## src/rtl/struct_field_serializer.sv

```systemverilog
// Serializes one packed struct word (BYTE_FIELDS byte fields + one TAIL_W tail) into 16-bit beats, MS field first.
// Optional STRUCT_SER_CHECKSUM_EN appends an 8-bit modulo-256 checksum beat after the tail.
module struct_field_serializer #(
   parameter int WORD_W      = 215,
   parameter int BYTE_FIELDS = 25,
   parameter int TAIL_W      = 15
) (
   input  logic              clk,
   input  logic              rst,
   input  logic [WORD_W-1:0] in_data,
   input  logic              in_valid,
   output logic              in_ready,
   output logic [15:0]       out_data,
   output logic [4:0]        out_idx,
   output logic              out_last,
   output logic              out_valid,
   input  logic              out_ready
);

   // state | meaning
   // IDLE  | waiting for a word, in_ready=1
   // EMIT  | presenting field idx from the top of sh
   // CSUM  | presenting the checksum beat (STRUCT_SER_CHECKSUM_EN only)
`ifdef STRUCT_SER_CHECKSUM_EN
   typedef enum logic [1:0] {IDLE, EMIT, CSUM} state_t;
`else
   typedef enum logic [1:0] {IDLE, EMIT} state_t;
`endif

   localparam logic [4:0] TAIL_IDX = 5'(BYTE_FIELDS);

   state_t            state, state_nxt;
   logic [WORD_W-1:0] sh;
   logic [4:0]        idx;
`ifdef STRUCT_SER_CHECKSUM_EN
   logic [7:0]        sum;
`endif

   always_comb begin
      state_nxt = state;
      in_ready  = 1'b0;
      out_valid = 1'b0;
      out_data  = '0;
      out_idx   = '0;
      out_last  = 1'b0;
      case (state)
         IDLE: begin
            in_ready = 1'b1;
            if (in_valid) state_nxt = EMIT;
         end
         EMIT: begin
            out_valid = 1'b1;
            out_idx   = idx;
            if (idx == TAIL_IDX) begin
               out_data = 16'(sh[WORD_W-1 -: TAIL_W]);
`ifdef STRUCT_SER_CHECKSUM_EN
               if (out_ready) state_nxt = CSUM;
`else
               out_last = 1'b1;
               if (out_ready) state_nxt = IDLE;
`endif
            end else begin
               out_data = 16'(sh[WORD_W-1 -: 8]);
            end
         end
`ifdef STRUCT_SER_CHECKSUM_EN
         CSUM: begin
            out_valid = 1'b1;
            out_idx   = TAIL_IDX + 5'd1;
            out_data  = {8'b0, sum};
            out_last  = 1'b1;
            if (out_ready) state_nxt = IDLE;
         end
`endif
         default: state_nxt = IDLE;
      endcase
   end

   always_ff @(posedge clk) begin
      if (rst) begin
         state <= IDLE;
         sh    <= '0;
         idx   <= '0;
`ifdef STRUCT_SER_CHECKSUM_EN
         sum   <= '0;
`endif
      end else begin
         state <= state_nxt;
         if (state == IDLE && in_valid) begin
            sh  <= in_data;
            idx <= '0;
         end else if (state == EMIT && out_ready && idx != TAIL_IDX) begin
            sh  <= sh << 8;
            idx <= idx + 5'd1;
         end
`ifdef STRUCT_SER_CHECKSUM_EN
         // Byte fields have a zero upper half, so one expression covers every field including the tail.
         if (state == IDLE && in_valid)
            sum <= '0;
         else if (state == EMIT && out_ready)
            sum <= sum + out_data[7:0] + out_data[15:8];
`endif
      end
   end

endmodule

```

## config.mk

```make
export PLATFORM = sky130hd
export DESIGN_NAME = struct_field_serializer
export DESIGN_NICKNAME = d
export VERILOG_FILES = /design/src/rtl/struct_field_serializer.sv
export SDC_FILE = /design/constraint.sdc
export NUM_CORES = 1
export LEC_CHECK = 0
export CAP_MARGIN = 20
export CORE_MARGIN = 1
export CORE_UTILIZATION = 45
export CTS_CLUSTER_SIZE = 40
export DETAILED_ROUTE_END_ITERATION = 8
export GPL_ROUTABILITY_DRIVEN = 0
export PLACE_DENSITY = 0.73
export SYNTH_ARGS = -nofsm -noshare
export SYNTH_HDL_FRONTEND = slang
export SYNTH_SLANG_ARGS = --single-unit
```

## constraint.sdc

```tcl
create_clock -name clk -period 2.4 [get_ports clk]
set_input_delay 0.48 -clock clk [delete_from_list [all_inputs] [get_ports clk]]
set_output_delay 0.48 -clock clk [all_outputs]
set_load 0.005 [all_outputs]
```

==> flow_metrics.tcl <==
set metrics [dict create \
    area_delta_synth_final_pct 33.5 \
    start_util 0.458 \
    synth_cells 1297 \
    slew_headroom 0.345 \
    hpwl_um 19100 \
    fp.dieH_um 154 \
    antenna_cells 0 \
    worst_slack_ns 0.00906 \
    rsz0062_at_grt "true" \
    vdd_ir_drop_max_uv 420 \
    root_buffer "clkbuf_16" \
    critPathMaxFanout 6 \
    synth_cell_types 27 \
    synth_flop_cell "dfxtp_1" \
    wire_per_inst_um 18.1 \
    period_needed_ns 2.39 \
    critPathRequiredTime_ns 1.92 \
    io_pins 243 \
    status "completed" \
    hp-class "in -> reg" \
    layout_commonest_cell "clkdlybuf4s50_1" \
    via_count 10797 \
    power_density_nw_per_um2 674 \
    ys_warn_count 0 \
    p_total_mw 9.30 \
    nets 1666 \
    grt_pass1_wl_um 50900 \
    grt_pass1_vias 9953 \
    p_leak_nw 4.64 \
    antenna_found_initial 1 \
    finalCritPeriodShare 0.996 \
    synth.area.top_cells "dfxtp_1 (43%), a311oi_1 (18%), o21ai_0 (10%)" \
    skew_ns 0.0284 \
    ys_ff_latch 221 \
    vias_per_cell 6.19 \
    cts_tree "built" \
    clock_latency_ns 0.53 \
    die_width_um 154 \
    grt-ovfl-total 0 \
    core.rowCount 55 \
    first_pass_iters 6 \
    synth_nets 1518 \
    avgSynthCellArea_sq_um 7.96 \
    arrival_ns 1.91 \
    clkTransAtPathRegs_ns 0.06 \
    clk_path_buf_depth 3 \
    grt_max_degree 211 \
    first_iter_violations 826 \
    synth_edf_count 0 \
    synth_top_area_cell "dfxtp_1" \
    dp_slack_ns 0.172 \
    start_kind "flop" \
    drive_gt1_frac 0.0753 \
    coreArea_sq_um 22600 \
    crit_path_end_kind "primary output" \
    route.detailed.drc 0 \
    drv_cap 0 \
    numCtsBuffers 25 \
    final_max_slew_viol_count 0 \
    place_area_sq_um 12900 \
    final_cell_mix "clkdlybuf4s50_1 (224), dfxtp_1 (218), o21ai_0 (211)" \
    dieArea_sq_um 23600 \
    synth-seq-area-share 0.428 \
    criticalPathCategory "reg -> out" \
    max_freq_mhz 418 \
    setup_viol 0 \
    drtAntennaViolNets 0 \
    portBuffers 241 \
    clkSinkCount 221 \
    reg2reg_slack_ns 0.10 \
    grt_usage 0.256 \
    fin_tns_setup_ns 0 \
    drt-total-wl_um 31600 \
    worst_pin_slew_ns 0.983 \
    cts_max_level 1 \
    netlist.area_leader.share 0.428 \
    synth_area_sq_um 10300 \
    final_area_sq_um 13800 \
    timing.hold.ws_ns 0.420 \
    final_hold_viol_count 0 \
    async_flop_share 0 \
]
## synthesized netlist by cell type, types with 5 or more instances
library cell,n
a21oi_1,13
a22o_1,8
a311oi_1,208
and2_1,5
and3_1,7
buf_1,5
buf_2,40
buf_4,14
clkbuf_1,96
clkbuf_2,13
dfxtp_1,221
nand2_1,11
nand3_1,208
nor2_1,211
o211ai_1,8
o21ai_0,211
## timing repair
item | in CTS | in global routing
hold buffers | 0 | 0
resized for setup | 55 | 11
setup endpoints to repair | 21 | 17
pin swaps | 8 | 4
buffers inserted | 10 | 4
gates cloned | 0 | 0
## state kept, by name (all words and copies together) (netlist names)
register,count
state,1
sh,215
idx,5
## layout make-up
cell class                 count  area, sq um
timing repair buffer         291         3010
tap                          285          357
clock inverter                 6          109
clock buffer                  36          707
inverter                       3         11.3
multi-input combinational    903         5160
sequential                   221         4430
fill                        1975         8780
## logic make-up after synthesis
logic type | share of synthesized area
AO/OA/AOI/OAI | 0.298
adder cells (fa/ha/maj) | 0.00242
buffers and inverters | 0.0758
flip-flops | 0.428
other | 0.000363
AND/OR/NAND/NOR | 0.195
## per-layer routing
layer,GRT usage,share of wire,vias up
met5,0,0,-
met4,0.0752,0.025,0
met3,0.0423,0.071,57
met2,0.404,0.46,432
met1,0.359,0.44,5137
li1,-,-,5171
## report_power, final
group          leakage [nW]  total [mW]  internal (mW)  switching, mW
Sequential             1.83        4.14           3.97          0.168
Combinational          2.40        1.30          0.680          0.625
Clock                 0.400        3.85           2.35           1.50
Total                  4.64        9.30           7.00           2.29
## critical path, cell delays in order, from the launching register on
cell and delay, ns:
dfxtp_2 0.32, inv_2 0.06, ha_4 0.12, and4b_4 0.25
buf_6 0.11, nor2_4 0.05, buf_6 0.13, a22o_1 0.22
buf_2 0.12
## stage by stage
stage | std cells | utilization
final | 1745 | 0.611
after global routing | 1745 | 0.611
after CTS | 1742 | 0.611
after detailed placement | 1691 | 0.572
after global placement | 1691 | 0.572
after floorplan | 1297 | -
## path summary, 6_finish.rpt
kind | startpoint | endpoint | cells after the start
max | idx[1]$_SDFFE_PP0P_ | out_data[4] | 8
min | rst | state[0]$_SDFFE_PP0P_ | 2
min reg2reg | sh[107]$_SDFFE_PP0P_ | sh[115]$_SDFFE_PP0P_ | 2
max reg2reg | idx[1]$_SDFFE_PP0P_ | idx[2]$_SDFFE_PP0P_ | 10
Note: power is estimated with default switching activity, not from simulation.
